==> src/rtl/hdmi2usb_pkg.sv <==
// Shared types and default widths for the Hdmi2usb frame capture path.
package hdmi2usb_pkg;

    localparam int DATA_W = 24;
    localparam int CNT_W  = 16;
    localparam logic [CNT_W-1:0] CNT_MAX = '1;

    typedef enum logic [1:0] {
        ST_IDLE    = 2'd0,
        ST_ARM     = 2'd1,
        ST_CAPTURE = 2'd2,
        ST_DONE    = 2'd3
    } cap_state_t;

endpackage

==> src/rtl/res_measure.sv <==
// Active-resolution measurement of the decoded pixel stream; also provides
// the qualified vsync rising edge used by the capture FSM.
module res_measure #(
    parameter int CNT_W = hdmi2usb_pkg::CNT_W
) (
    input  logic             clk,
    input  logic             rst_n,
    input  logic             pix_valid,
    input  logic             pix_de,
    input  logic             pix_vsync,
    output logic             vs_rise,
    output logic [CNT_W-1:0] resx,
    output logic [CNT_W-1:0] resy,
    output logic             res_valid
);
    import hdmi2usb_pkg::*;

    localparam logic [CNT_W-1:0] SAT = '1;

    logic             de_prev;
    logic             vs_prev;
    logic             de_fall;
    logic [CNT_W-1:0] hcnt;
    logic [CNT_W-1:0] vcnt;
    logic [CNT_W-1:0] line_w;

    // Edge history only advances on valid cycles, so gaps never fake an edge.
    assign vs_rise = pix_valid && pix_vsync && !vs_prev;
    assign de_fall = pix_valid && !pix_de && de_prev;

    always_ff @(posedge clk or negedge rst_n) begin
        if (!rst_n) begin
            de_prev <= 1'b0;
            vs_prev <= 1'b0;
        end else if (pix_valid) begin
            de_prev <= pix_de;
            vs_prev <= pix_vsync;
        end
    end

    always_ff @(posedge clk or negedge rst_n) begin
        if (!rst_n) begin
            hcnt   <= '0;
            line_w <= '0;
        end else if (de_fall) begin
            line_w <= hcnt;
            hcnt   <= '0;
        end else if (pix_valid && pix_de && hcnt != SAT) begin
            hcnt <= hcnt + CNT_W'(1);
        end
    end

    // A frame with no completed lines leaves the last measurement in place.
    always_ff @(posedge clk or negedge rst_n) begin
        if (!rst_n) begin
            vcnt      <= '0;
            resx      <= '0;
            resy      <= '0;
            res_valid <= 1'b0;
        end else if (vs_rise) begin
            if (vcnt != '0) begin
                resx      <= line_w;
                resy      <= vcnt;
                res_valid <= 1'b1;
            end
            vcnt <= '0;
        end else if (de_fall && vcnt != SAT) begin
            vcnt <= vcnt + CNT_W'(1);
        end
    end

endmodule

==> src/rtl/frame_capture.sv <==
// Captures one active frame into the image-RAM FIFO on request and reports
// the measured resolution. FRAME_CAPTURE_PIXCNT_EN adds the pix_count output.
module frame_capture #(
    parameter int DATA_W = hdmi2usb_pkg::DATA_W,
    parameter int CNT_W  = hdmi2usb_pkg::CNT_W
) (
    input  logic              clk,
    input  logic              rst_n,
    input  logic              pix_valid,
    input  logic              pix_de,
    input  logic              pix_hsync,
    input  logic              pix_vsync,
    input  logic [DATA_W-1:0] pix_rgb,
    input  logic              start,
    input  logic              iram_fifo_afull,
    output logic [DATA_W-1:0] iram_wdata,
    output logic              iram_wren,
    output logic [CNT_W-1:0]  resx,
    output logic [CNT_W-1:0]  resy,
    output logic              res_valid,
    output logic              busy,
    output logic              done,
    output logic              overflow
`ifdef FRAME_CAPTURE_PIXCNT_EN
    ,
    output logic [31:0]       pix_count
`endif
);
    import hdmi2usb_pkg::*;

    cap_state_t state;
    cap_state_t state_nxt;
    logic       vs_rise;
    logic       arm;
    logic       cand;
    logic       accept;
    logic       unused_hsync;

    // Line timing comes from de alone; hsync is carried for completeness.
    assign unused_hsync = pix_hsync;

    res_measure #(.CNT_W(CNT_W)) u_res_measure (
        .clk       (clk),
        .rst_n     (rst_n),
        .pix_valid (pix_valid),
        .pix_de    (pix_de),
        .pix_vsync (pix_vsync),
        .vs_rise   (vs_rise),
        .resx      (resx),
        .resy      (resy),
        .res_valid (res_valid)
    );

    // Stream handshake: pix_valid qualifies every pix_* input; there is no
    // ready, so a candidate seen while iram_fifo_afull is high is dropped.
    assign arm    = (state == ST_IDLE) && start;
    assign cand   = (state == ST_CAPTURE) && pix_valid && pix_de;
    assign accept = cand && !iram_fifo_afull;

    always_ff @(posedge clk or negedge rst_n) begin
        if (!rst_n) state <= ST_IDLE;
        else        state <= state_nxt;
    end

    always_comb begin
        state_nxt = state;
        case (state)
            ST_IDLE:    if (start)   state_nxt = ST_ARM;
            ST_ARM:     if (vs_rise) state_nxt = ST_CAPTURE;
            ST_CAPTURE: if (vs_rise) state_nxt = ST_DONE;
            ST_DONE:                 state_nxt = ST_IDLE;
            default:                 state_nxt = ST_IDLE;
        endcase
    end

    always_comb begin
        busy = 1'b0;
        done = 1'b0;
        case (state)
            ST_ARM, ST_CAPTURE: busy = 1'b1;
            ST_DONE:            done = 1'b1;
            default:            ;
        endcase
    end

    always_ff @(posedge clk or negedge rst_n) begin
        if (!rst_n) begin
            iram_wren  <= 1'b0;
            iram_wdata <= '0;
            overflow   <= 1'b0;
        end else begin
            iram_wren <= accept;
            if (accept) iram_wdata <= pix_rgb;
            if (arm)                        overflow <= 1'b0;
            else if (cand && iram_fifo_afull) overflow <= 1'b1;
        end
    end

`ifdef FRAME_CAPTURE_PIXCNT_EN
    always_ff @(posedge clk or negedge rst_n) begin
        if (!rst_n)      pix_count <= '0;
        else if (arm)    pix_count <= '0;
        else if (accept) pix_count <= pix_count + 32'd1;
    end
`endif

endmodule

==> config.mk <==
export PLATFORM = sky130hd
export DESIGN_NAME = frame_capture
export DESIGN_NICKNAME = d
export VERILOG_FILES = /design/src/rtl/hdmi2usb_pkg.sv /design/src/rtl/res_measure.sv /design/src/rtl/frame_capture.sv
export SDC_FILE = /design/constraint.sdc
export NUM_CORES = 1
export LEC_CHECK = 0
export ABC_AREA = 1
export CORE_MARGIN = 1.5
export CORE_UTILIZATION = 45
export DETAILED_ROUTE_END_ITERATION = 8
export PLACE_DENSITY = 0.81
export SYNTH_ARGS = -nofsm -noshare
export SYNTH_HDL_FRONTEND = slang
export SYNTH_SLANG_ARGS = --single-unit
==> constraint.sdc <==
create_clock -name clk -period 3 [get_ports clk]
set_input_delay 0.45 -clock clk [delete_from_list [all_inputs] [get_ports clk]]
set_output_delay 0.45 -clock clk [all_outputs]
set_load 0.03 [all_outputs]
Word level (Yosys, flattened, before mapping)
Index checks and enable logic that the tools add are counted.
{ "totals": {"out_inout_bits": 61, "reg_bits": 111, "input_bits": 32, "romBits": 0, "memories": 0, "ram_bits": 0, "word_cells": 57, "latch_bits": 0} }
{ "classes": {"n_reduce_logical": 23, "div": 0, "n_mux": 12, "n_eq_ne": 8, "shift": 0, "bitwise_logic": 0, "n_lt_le_gt_ge": 0, "add_sub_neg": 2, "mul": 0} }
{ "ops": {"columns": ["operator", "count"], "rows": [
  ["$mux 16", 4],
  ["$add 16x1->16 const B", 2],
  ["$ne 16x16->1 const B", 2],
  ["$reduce_bool 16->1", 1],
  ["$logic_and 1x1->1", 12],
  ["$pmux 2 s4", 1],
  ["$mux 2", 3],
  ["$reduce_bool 2->1", 3],
  ["$eq 2x2->1 const B", 2],
  ["$mux 1", 4],
  ["$ne 2x1->1 const B", 2],
  ["$logic_not 1->1", 3],
  ["$reduce_and 3->1", 1],
  ["$eq 2x1->1 const B", 1],
  ["$logic_not 2->1", 1],
  ["$ne 2x2->1 const B", 1],
  ["$reduce_and 2->1", 1],
  ["$reduce_or 2->1", 1]
]} }

Logic depth before layout (Yosys ltp)
Gate-level depths: netlist of the first run.
{ "depth": {"ltp_word": 6, "depth_mapped": 10, "depth_no_buf": 9} }

Hierarchy
A second synthesis of the first run with hierarchy kept.
{ "hier_totals": {"cells_unflattened": 631, "hier_area_um2": 5124.9} }
{ "modules_own_cells": {"columns": ["mod", "instances", "area_per_inst_um2", "cells_each", "seq_area_each_um2"], "rows": [
  ["res_measure", 1, 3958.8, 498, 2077.0],
  ["frame_capture", 1, 1166.1, 133, 700.7]
]} }

Worst setup path after synthesis of the first run
OpenSTA, ideal clock, no wires.
{ "synth_timing": {"path_type": "reg2reg", "from": "register u_res_measure.hcnt[0]", "to": "register u_res_measure.hcnt[7]", "required_ps": 2924, "path_slack_ps": 1509, "arrival_ps": 1414, "synth_period_minus_slack_ps": 1491, "n_path_buf": 1, "stages_incl_launch_ff": 10, "setup_time_ps": 76, "cell_sequence": "dfrtp_1 -> ha_1 -> nand2_1 -> nor2_1 -> nand2_1 -> nor2_1 -> nor2_2 -> buf_2 -> nand3_1 -> o21ai_1"} }
{ "synth_between": {"elab_chain_len": 3, "elab_cells_between_ends": 6, "classes_between": "add/sub (1); eq/ne (1); mux (2); reduce/logical (2)"} }
{ "synth_rtl": {"columns": ["item", "line", "source"], "rows": [
  ["start, declared", "res_measure.sv:23", "logic [CNT_W-1:0] hcnt;"],
  ["start signal, assigned", "res_measure.sv:49", "hcnt <= hcnt + CNT_W'(1);"],
  ["$add 16x1->16 / $ne 16x16->1 (equally long branches)", "res_measure.sv:49, res_measure.sv:48", null],
  ["$mux 16 / $logic_and 1x1->1 (equally long branches)", "res_measure.sv:48", "end else if (pix_valid && pix_de && hcnt != SAT) begin"],
  ["$mux 16 / $reduce_bool 2->1 (equally long branches)", null, null]
]} }
Parallel ways exist; a longest one is shown, timed or not. The select of a mux whose other input is x is not followed.
A chain may end at the register's enable or synchronous reset.

Worst setup path after layout of the first run
{ "layout_timing": {"from": "register state[0]", "to": "output port busy"} }
{ "layout_between": {"elab_chain_len": 3, "elab_cells_between_ends": 4, "classes_between": "eq/ne (2); mux (1); reduce/logical (1)"} }
{ "layout_rtl": {"columns": ["item", "line", "source"], "rows": [
  ["start, declared", "frame_capture.sv:31", "cap_state_t state;"],
  ["start signal, assigned", "frame_capture.sv:62", "else state <= state_nxt;"],
  ["$eq 2x2->1 / $eq 2x1->1 (equally long branches)", "frame_capture.sv:79", "case (state)"],
  ["$reduce_or 2->1 *", "frame_capture.sv:79", null],
  ["$mux 1 *", "frame_capture.sv:79", null],
  ["end, declared", "frame_capture.sv:21", "output logic busy,"]
]} }
Every way passes the cells marked *; elsewhere a longest branch is shown, timed or not.

==> key figures, run 1 <==
Placement
  – DP HPWL: 7652 um
  – Post-Place Setup Slack: 572.8 ps
  – RD Place Congestion: 0.8940
  – PortBufs: 91

CTS
  – Clock slew at reported path FFs: 80 ps
  – Root buf cell: clkbuf_16
  – # clock sinks: 111
  – Setup bufs post-CTS: 0
  – CTS Buf Count: 9
  – Worst skew pair latency: 350 ps
  – Clk buf depth: 2
  – # hold bufs at CTS: 0
  – H-tree levels: 3
  – Post-CTS Resized: 0
  – CTS tree: built

Synth
  – Post-synth EDFFs: 0
  – XOR/XNOR Fraction of Synth Area: 0.6885%
  – #FFs+latches synth: 111
  – Register area share after synthesis: 54.59%
  – Cells after Synth: 628
  – Mux contribution to synthesized area: 0%
  – Synth cell count leaders: nand2_1 (247), dfrtp_1 (111), inv_1 (49), nand3_1 (49), o21ai_0 (45)
  – Simple-Gate Fraction of Synth Area: 30.46%
  – Ys Warns: 0
  – Mean Syn Cell Area: 8.103 um^2
  – Distinct cell type count after synthesis: 24
  – Post-Synth Adder-Cell Area: 1.967%
  – Async S/R FF share, synth: 100.0%
  – Synth top area share: 54.59%
  – Yosys top cell by area: dfrtp_1
  – Main area contributors after synthesis: dfrtp_1 (55%), nand2_1 (18%), nand3_1 (4.8%)
  – Largest family of logic cells by synthesized area: simple AND/OR/NAND/NOR gates
  – Synth Flop Type: dfrtp_1
  – Post-Syn Nets: 668
  – Cell with the most instances after synthesis: nand2_1
  – Post-Syn Area: 0.005089 mm^2
  – Synth Area in Compound Gates: 6.344%

Cells and area
  – Final #Nets: 753
  – Layout cells sized above 1: 5.014%
  – Area delta synth->final: 25.60%
  – Diodes inserted: 0

Power
  – Switching Fraction: 37.18%
  – Max VDD drop: 0.0004671 V
  – Leakage power: 3.085 nW
  – Int Power: 3.116 mW
  – Clock share of power: 23.4%
  – Switching pwr: 1.845 mW
  – Sequential Power Share: 41.2%
  – Logic pwr share: 35.4%
  – Pwr Density: 776.3 mW/mm^2
  – Pwr Total: 4.961 mW

Worst setup path
  – Crit path max-delay family: buffers and inverters
  – Buf+Inv Stages, Crit Path: 2
  – FF-to-FF setup slack: 880 ps
  – CP max stage cell: clkdlybuf4s50_1
  – Worst r2r src: u_res_measure.vcnt[0]$_DFFE_PN0P_
  – Critical path, cell by cell: inv_1 -> ha_1 -> clkdlybuf4s50_1
  – Worst Path Class, Setup: flop to primary output
  – Worst Path Arrival: 1850 ps
  – Worst Setup End Kind: primary output
  – Worst Reg2Reg Path Length in Cells: 7
  – Req. time, crit path: 2550 ps
  – FF-to-FF End: u_res_measure.resy[12]$_DFFE_PN0P_
  – CP Launch Type: flop
  – Max Fanout on Critical Path: 4
  – CP max stage delay: 680 ps

STA
  – Skew final: 6.280 ps
  – Setup-failing EPs final: 0
  – Final hold slack: 159.3 ps
  – Worst-Margin Slew: 744.3 ps
  – Worst slew margin: 50.20%
  – Max Slew Vio Count: 0
  – Crit share post-route: 76.58%
  – Min Tclk post-route: 2297 ps
  – Final worst slack: 702.6 ps
  – Max Freq: 435.3 MHz
  – Post-Route Setup TNS: 0 ps
  – RSZ-0062 raised after global routing: no
  – Fin. Hold Viols: 0

Die
  – # IOs: 93
  – Die footprint: 0.01196 mm^2
  – DIE WIDTH: 109.3 um
  – Site Rows: 38
  – Die Height: 109.3 um
  – Core ar.: 0.01094 mm^2
  – Starting Density: 46.53%

Global routing
  – M2 GR Usage: 32.17%
  – GR Util met1: 24.50%
  – Congestion Overflow GR: 0
  – Initial antenna violation count: 0
  – First-pass GRT wire length: 18520 um
  – Number of global-route vias before repair: 4199
  – Largest net degree at the start of global routing: 112
  – Most Crowded Layer GR: met2
  – Routing usage on met3: 6.461%
  – GRT Total Usage: 19.71%

Route
  – Residual DRC count: 0
  – Via-to-Cell Ratio: 5.066
  – Wire per inst: 12.88 um
  – Vias: 4347
  – DR iter-0 viols: 244
  – TritonRoute pass-1 iters: 4
  – Post-Route WL: 11050 um
  – ANT nets after route: 0

Outcome
  – Status: complete, no violations

Worst hold path
  – Hold crit path type: input pin to asynchronous set/reset pin

Flow run
  – Max-cap violations: 0
flip-flops by register name, summed over array words and instances, names as in the netlist, 2 cells and up:
name,flops
u_res_measure.line_w,16
u_res_measure.vcnt,16
u_res_measure.resy,16
iram_wdata,24
state,2
u_res_measure.resx,16
u_res_measure.hcnt,16
layout make-up:
class                   instances  area [um^2]
clock buffers                   9        225.2
clock inverters                 7        62.56
fillers                       984         4544
inverters                      51        191.4
multi-input cells             445         2008
flip-flops and latches        111         2778
well taps                     140        175.2
repair buffers                 95        950.9
metal layers:
| layer | routed length (um) | up-vias |
|---|---|---|
| met3 | 904 | 10 |
| met1 | 4908 | 2041 |
| met2 | 5131 | 136 |
| li1 | - | 2160 |
| met5 | 0 | - |
| met4 | 108 | 0 |
worst register-to-register path, delay by kind of cell, from the launching register on:
family,cells,cell delay [ps]
flops,1,420
compound gates,1,200
buf+inv,1,110
fa+ha+maj,1,160
simple gates,4,1070
logic make-up after synthesis:
| kind of cell | Yosys count |
|---|---|
| simple gates | 369 |
| flops | 111 |
| buf+inv | 72 |
| compound gates | 64 |
| fa+ha+maj | 8 |
| xor+xnor | 4 |
metrics by stage:
step | cell area [um^2] | cells | utilization (%)
after floorplan | 5089 | 628 | -
after global placement | 6103 | 842 | 55.81
after detailed placement | 6103 | 842 | 55.81
after CTS | 6391 | 858 | 58.44
after global routing | 6391 | 858 | 58.44
final | 6391 | 858 | 58.44
worst max path at each step:
stage / depth (start not counted) / endpoint / slack (ps) / from
2_1_floorplan: 9 / u_res_measure.hcnt[7]$_DFFE_PN0P_ / 1510 / u_res_measure.hcnt[0]$_DFFE_PN0P_
3_3_place_gp: 8 / u_res_measure.vcnt[9]$_DFFE_PN0P_ / 640 / pix_valid
3_5_place_dp: 6 / u_res_measure.hcnt[11]$_DFFE_PN0P_ / 570 / pix_valid
4_1_cts: 3 / busy / 670 / state[0]$_DFFE_PN0P_
5_1_grt: 3 / busy / 610 / state[0]$_DFFE_PN0P_
6_report: 3 / busy / 700 / state[0]$_DFFE_PN0P_
cell usage in the layout, fill, tap and decap left out, types with 2 or more instances in the layout:
| cell type | count |
|---|---|
| a21oi_1 | 8 |
| buf_4 | 4 |
| clkbuf_16 | 9 |
| clkdlybuf4s50_1 | 90 |
| dfrtp_1 | 111 |
| ha_1 | 8 |
| inv_1 | 49 |
| inv_2 | 2 |
| inv_6 | 3 |
| inv_8 | 2 |
| nand2_1 | 247 |
| nand2_2 | 3 |
| nand3_1 | 49 |
| nand3b_1 | 2 |
| nand4_1 | 15 |
| nor2_1 | 42 |
| nor2_2 | 4 |
| nor2_4 | 3 |
| o21ai_0 | 45 |
| o21ai_1 | 10 |
| or2_2 | 2 |
| xor2_1 | 4 |
power by group through the flow:
| stage | Sequential, mW | Clock [mW] | Combinational, mW |
|---|---|---|---|
| 6_report | 2.04 | 1.16 | 1.76 |
| 5_1_grt | 2.08 | 1.25 | 1.92 |
| 3_3_place_gp | 2.05 | 0 | 1.74 |
| 4_1_cts | 2.04 | 1.19 | 1.78 |
| 3_5_place_dp | 2.07 | 0 | 1.78 |
| 2_1_floorplan | 2.56 | 0 | 0.511 |
Note: power is estimated with default switching activity, not from simulation.
==> inputs of run 2 (changes only) <==
- clock period: 3 -> 2.2 ns (I/O delays scaled with it)
==> run 2 against run 1 <==
  * Worst hold slack gained 280 ps
  * Sequential power rose by 37%
  * Worst setup slack lost 450 ps
  * Core utilization up 0.82 points
  * Cell area increased by 1.4%
  * Non-clock buffer count is 10 higher
  * Critical path depth fell by 1
  * Count of clock-buffer cells in the layout is 2 higher
  * Largest power group unchanged
  * Highest routed layer unchanged
==> key figures, run 2 (same netlist as run 1, synthesis figures left out) <==
Power
  – Pwr Density: 1046 mW/mm^2 (was 776.3 mW/mm^2)
  – Max VDD drop: 0.0007915 V (was 0.0004671 V)
  – Leakage power: 3.140 nW (was 3.085 nW)
  – Pwr Total: 6.782 mW (was 4.961 mW)

Worst setup path
  – Worst Path Arrival: 1620 ps (was 1850 ps)
  – Req. time, crit path: 1870 ps (was 2550 ps)
  – Max Fanout on Critical Path: 4 (unchanged)
  – CP Launch Type: flop (unchanged)
  – Worst Path Class, Setup: flop to primary output (unchanged)
  – Worst Setup End Kind: primary output (unchanged)

CTS
  – H-tree levels: 3 (unchanged)
  – Clk buf depth: 2 (unchanged)
  – CTS tree: built (unchanged)
  – CTS Buf Count: 9 (unchanged)
  – # clock sinks: 111 (unchanged)
  – Setup bufs post-CTS: 0 (unchanged)
  – Clock slew at reported path FFs: 70 ps (was 80 ps)
  – Root buf cell: clkbuf_16 (unchanged)
  – Worst skew pair latency: 350 ps (about the same)

STA
  – Worst-Margin Slew: 484.0 ps (was 744.3 ps)
  – Skew final: 12.01 ps (was 6.280 ps)
  – Final hold slack: 435.6 ps (was 159.3 ps)
  – Max Freq: 513.0 MHz
  – RSZ-0062 raised after global routing: no (unchanged)
  – Worst slew margin: 67.66% (was 50.20%)
  – Post-Route Setup TNS: 0 ps (unchanged)
  – Max Slew Vio Count: 0 (unchanged)
  – Setup-failing EPs final: 0 (unchanged)
  – Crit share post-route: 88.60%
  – Min Tclk post-route: 1949 ps
  – Fin. Hold Viols: 0 (unchanged)

Global routing
  – Largest net degree at the start of global routing: 50 (was 112)
  – Initial antenna violation count: 0 (unchanged)
  – GR Util met1: 28.25% (was 24.50%)
  – Number of global-route vias before repair: 4338 (was 4199)
  – Congestion Overflow GR: 0 (unchanged)
  – First-pass GRT wire length: 19570 um (was 18520 um)
  – GRT Total Usage: 20.75% (was 19.71%)
  – M2 GR Usage: 32.30% (was 32.17%)
  – Most Crowded Layer GR: met2 (unchanged)
  – Routing usage on met3: 5.928% (was 6.461%)

Cells and area
  – Largest Register: iram_wdata (unchanged)
  – Diodes inserted: 0 (unchanged)
  – Fillcell total: 971 (was 984)
  – Commonest non-fill, non-tap cell in the layout: nand2_1 (unchanged)
  – Multi-input gate area: 0.002008 mm^2 (unchanged)
  – Non-filler instance count after layout: 868 (was 858)
  – Area delta synth->final: 27.37% (was 25.60%)
  – Layout cells sized above 1: 6.044% (was 5.014%)
  – Sequential Area: 0.002778 mm^2 (unchanged)
  – Commonest non-fill, non-tap cells in the layout: nand2_1 (247), dfrtp_1 (111), clkdlybuf4s50_1 (89) (was nand2_1 (247), dfrtp_1 (111), clkdlybuf4s50_1 (90))
  – Max reg flops: 24 (unchanged)
  – Fin area: 0.006481 mm^2 (was 0.006391 mm^2)
  – Final #Nets: 763 (was 753)

Placement
  – Placed inst area: 0.006183 mm^2 (was 0.006103 mm^2)
  – DP HPWL: 8158 um (was 7652 um)
  – PortBufs: 91 (unchanged)
  – Inst Count DP: 851 (was 842)
  – RD Place Congestion: 0.9002 (was 0.8940)

Outcome
  – Status: complete, no violations (unchanged)

Die
  – # IOs: 93 (unchanged)
  – Core ar.: 0.01094 mm^2 (unchanged)
  – Site Rows: 38 (unchanged)
  – Die footprint: 0.01196 mm^2 (unchanged)
  – DIE WIDTH: 109.3 um (unchanged)
  – Starting Density: 46.53% (unchanged)
  – Die Height: 109.3 um (unchanged)

Worst hold path
  – Hold crit path type: input pin to asynchronous set/reset pin (unchanged)

Route
  – Wire per inst: 13.19 um (was 12.88 um)
  – ANT nets after route: 0 (unchanged)
  – Vias: 4432 (was 4347)
  – Residual DRC count: 0 (unchanged)
  – Via-to-Cell Ratio: 5.106 (was 5.066)
  – DR iter-0 viols: 308 (was 244)
  – Post-Route WL: 11450 um (was 11050 um)
  – TritonRoute pass-1 iters: 5 (was 4)

Flow run
  – Max-cap violations: 0 (unchanged)
## run 2: area by class of cell
| class | count | share of cell area, % |
|---|---|---|
| clock inverters | 5 | 0.6564 |
| flip-flops and latches | 111 | 42.86 |
| well taps | 140 | 2.703 |
| multi-input cells | 445 | 30.98 |
| repair buffers | 105 | 16.10 |
| inverters | 51 | 2.954 |
| clock buffers | 11 | 3.745 |
## run 2: worst max-delay path, stage by stage, from the launching register on
cell	delay (ps)
dfrtp_1	410
ha_1	180
clkdlybuf4s50_1	700
## run 2: report_power, final
part	internal [mW]	total, mW	switching, mW
combinational	0.967	2.44	1.47
clock	0.810	1.55	0.735
sequential	2.51	2.80	0.289
total	4.28	6.78	2.50
## run 2: final timing paths
| check | start | endpoint | slack (ps) | depth (start not counted) |
|---|---|---|---|---|
| worst max-delay path | state[0]$_DFFE_PN0P_ | done | 250 | 2 |
| worst min-delay path | rst_n | iram_wdata[12]$_DFFE_PN0P_ | 440 | 2 |
| worst max register to register | u_res_measure.vcnt[1]$_DFFE_PN0P_ | u_res_measure.vcnt[14]$_DFFE_PN0P_ | 420 | 9 |
| worst min register to register | u_res_measure.res_valid$_DFFE_PN0P_ | u_res_measure.res_valid$_DFFE_PN0P_ | 470 | 2 |
| max in group asynchronous | rst_n | iram_wdata[18]$_DFFE_PN0P_ | 1130 | 3 |
| min in group clk | u_res_measure.res_valid$_DFFE_PN0P_ | u_res_measure.res_valid$_DFFE_PN0P_ | 470 | 2 |
## run 2: timing repair
item | CTS | global route
endpoints found under the setup margin | 0 | 1
hold buffers | 1 | 0
hold endpoints to repair | 20 | 0
resized for setup | 0 | 1
## run 2: routing by layer
metal | wire [um] | vias up
li1 | - | 2178
met1 | 5032 | 2077
met2 | 5287 | 163
met3 | 981 | 14
met4 | 148 | 0
met5 | 0 | -
## run 2: stage by stage
stage                     worst slack (ps)  util, %
after floorplan                      709.3        -
after global placement               357.1    56.54
after detailed placement             283.9    56.54
after CTS                            8.603    59.24
after global routing                 186.8    59.27
final                                250.7    59.27
==> inputs of run 3 (changes only) <==
- GPL_ROUTABILITY_DRIVEN: default -> 0
- REMOVE_ABC_BUFFERS: default -> 1
==> run 3 against run 2 <==
  * Wire length increased by 4.0%
  * Global-route usage increased by 0.30 points
  * Sequential share of layout area shrank 0.083 points
  * Critical path depth is the same
  * Non-clock buffer count is 1 lower
  * Critical path type unchanged
  * Largest cell class unchanged
  * Highest routed layer unchanged
==> key figures, run 3 (same netlist as run 1, synthesis figures left out) <==
CTS
  – CTS tree: built (unchanged)
  – Clock slew at reported path FFs: 70 ps (about the same)
  – H-tree levels: 3 (unchanged)
  – Worst skew pair latency: 340 ps (was 350 ps)
  – # clock sinks: 111 (unchanged)
  – # hold bufs at CTS: 0 (was 1)
  – Root buf cell: clkbuf_16 (unchanged)
  – CTS Buf Count: 9 (unchanged)
  – Clk buf depth: 2 (unchanged)

Global routing
  – Largest net degree at the start of global routing: 49 (was 50)
  – Congestion Overflow GR: 0 (unchanged)
  – GRT Total Usage: 21.05% (was 20.75%)
  – First-pass GRT wire length: 19890 um (was 19570 um)
  – Initial antenna violation count: 0 (unchanged)
  – Number of global-route vias before repair: 4254 (was 4338)

Power
  – Sequential Power Share: 40.2% (was 41.2%)
  – Int Power: 4.459 mW (was 4.284 mW)
  – Switching Fraction: 35.94% (was 36.82%)
  – Max VDD drop: 0.0007274 V (was 0.0007915 V)
  – Logic pwr share: 35.1% (was 36.0%)
  – Switching pwr: 2.502 mW (was 2.497 mW)
  – Leakage power: 3.151 nW (was 3.140 nW)
  – Pwr Density: 1072 mW/mm^2 (was 1046 mW/mm^2)
  – Clock share of power: 24.7% (was 22.8%)

Die
  – Die footprint: 0.01196 mm^2 (unchanged)
  – Starting Density: 46.53% (unchanged)
  – # IOs: 93 (unchanged)
  – Site Rows: 38 (unchanged)
  – Core ar.: 0.01094 mm^2 (unchanged)
  – Die Height: 109.3 um (unchanged)
  – DIE WIDTH: 109.3 um (unchanged)

Cells and area
  – Diodes inserted: 0 (unchanged)
  – Final #Nets: 762 (was 763)
  – Non-filler instance count after layout: 865 (was 868)
  – Area delta synth->final: 27.61% (was 27.37%)
  – Util after Layout: 59.38% (was 59.27%)
  – Largest Register: iram_wdata (unchanged)
  – Max reg flops: 24 (unchanged)
  – Commonest non-fill, non-tap cells in the layout: nand2_1 (247), dfrtp_1 (111), clkdlybuf4s50_1 (89) (unchanged)
  – Commonest non-fill, non-tap cell in the layout: nand2_1 (unchanged)
  – Layout cells sized above 1: 5.931% (was 6.044%)

Route
  – Vias: 4395 (was 4432)
  – TritonRoute pass-1 iters: 5 (unchanged)
  – Residual DRC count: 0 (unchanged)
  – Wire per inst: 13.76 um (was 13.19 um)
  – ANT nets after route: 0 (unchanged)
  – Via-to-Cell Ratio: 5.081 (was 5.106)
  – Post-Route WL: 11900 um (was 11450 um)
  – DR iter-0 viols: 425 (was 308)

STA
  – Skew final: 4.110 ps (was 12.01 ps)
  – Post-Route Setup TNS: 0 ps (unchanged)
  – Worst-Margin Slew: 648.4 ps (was 484.0 ps)
  – RSZ-0062 raised after global routing: no (unchanged)
  – Min Tclk post-route: 1909 ps (was 1949 ps)
  – Crit share post-route: 86.78% (was 88.60%)
  – Max Freq: 523.8 MHz (was 513.0 MHz)
  – Worst slew margin: 56.78% (was 67.66%)
  – Setup-failing EPs final: 0 (unchanged)
  – Final worst slack: 290.9 ps (was 250.7 ps)
  – Max Slew Vio Count: 0 (unchanged)
  – Fin. Hold Viols: 0 (unchanged)

Worst setup path
  – Worst Path Arrival: 1580 ps (was 1620 ps)
  – CP max stage cell: clkdlybuf4s50_1 (unchanged)
  – CP Launch Type: flop (unchanged)
  – Worst Reg2Reg Path Length in Cells: 9 (unchanged)
  – Critical path, cell by cell: ha_1 -> clkdlybuf4s50_1 (unchanged)
  – CP max stage delay: 660 ps (was 700 ps)
  – Worst r2r src: u_res_measure.vcnt[0]$_DFFE_PN0P_ (was u_res_measure.vcnt[1]$_DFFE_PN0P_)
  – Crit path max-delay family: buffers and inverters (unchanged)
  – Req. time, crit path: 1870 ps (about the same)
  – Worst Setup End Kind: primary output (unchanged)
  – Max Fanout on Critical Path: 4 (unchanged)
  – Worst Path Class, Setup: flop to primary output (unchanged)
  – CP Launch Point: state[0]$_DFFE_PN0P_ (unchanged)
  – Buf+Inv Stages, Crit Path: 1 (unchanged)
  – FF-to-FF End: u_res_measure.resy[13]$_DFFE_PN0P_ (was u_res_measure.vcnt[14]$_DFFE_PN0P_)
  – FF-to-FF setup slack: 370 ps (was 420 ps)

Placement
  – DP HPWL: 8420 um (was 8158 um)
  – Inst Count DP: 851 (unchanged)
  – PortBufs: 91 (unchanged)
  – Post-Place Setup Slack: 244.6 ps (was 283.9 ps)

Flow run
  – Max-cap violations: 0 (unchanged)

Worst hold path
  – Hold crit path type: input pin to asynchronous set/reset pin (unchanged)

Outcome
  – Status: complete, no violations (unchanged)
==> run 3: stage by stage <==
stage / area (um^2) / total power [mW] / hold slack [ps]
final: 6494 / 6.960 / 0.2386
after global placement: 6183 / 5.189 / 389.8
after floorplan: 4977 / 4.163 / 34.41
after detailed placement: 6183 / 5.290 / 399.6
after global routing: 6494 / 7.322 / 59.54
after CTS: 6491 / 7.018 / 29.72
==> run 3: cell type report <==
| type | count | area, um^2 |
|---|---|---|
| fillers | 951 | 4442 |
| flip-flops and latches | 111 | 2778 |
| multi-input cells | 445 | 2008 |
| repair buffers | 104 | 1033 |
| clock buffers | 9 | 225.2 |
| inverters | 51 | 191.4 |
| well taps | 140 | 175.2 |
| clock inverters | 5 | 82.58 |
==> run 3: how the worst max path moves through the flow <==
| stage | to | slack [ps] | depth (start not counted) |
|---|---|---|---|
| final | done | 290 | 2 |
| after global routing | u_res_measure.resy[15]$_DFFE_PN0P_ | 180 | 9 |
| after CTS | busy | 20 | 3 |
| after detailed placement | u_res_measure.hcnt[11]$_DFFE_PN0P_ | 240 | 5 |
| after global placement | u_res_measure.hcnt[10]$_DFFE_PN0P_ | 310 | 5 |
| after floorplan | u_res_measure.resy[0]$_DFFE_PN0P_ | 220 | 6 |
==> run 3: what timing repair did <==
item,4_1_cts,5_1_grt
resized for setup,0,1
buffers inserted,0,0
endpoints found under the setup margin,0,1
==> run 3: metal layers <==
layer  wire (um)  vias to the layer above  track usage, %
met1        5479                     2073           28.94
li1            -                     2172               -
met5           0                        -               0
met2        5721                      132           33.94
met4         213                        0           7.978
met3         488                       18           2.905
==> run 3: power by group through the flow <==
stage	combinational [mW]	sequential [mW]	clock, mW
final	2.45	2.80	1.72
after global routing	2.64	2.85	1.83
after CTS	2.47	2.80	1.75
after detailed placement	2.47	2.82	0
after global placement	2.40	2.79	0
after floorplan	0.670	3.49	0
==> run 3: worst reg2reg max path: stages, from the launching register on <==
cell and delay (ps):
dfrtp_1 410, inv_1 130, ha_1 160, nand4_1 90
nor2_1 120, nand2_2 260, nand2_2 200, buf_12 190
nand2_1 90, o21ai_0 80
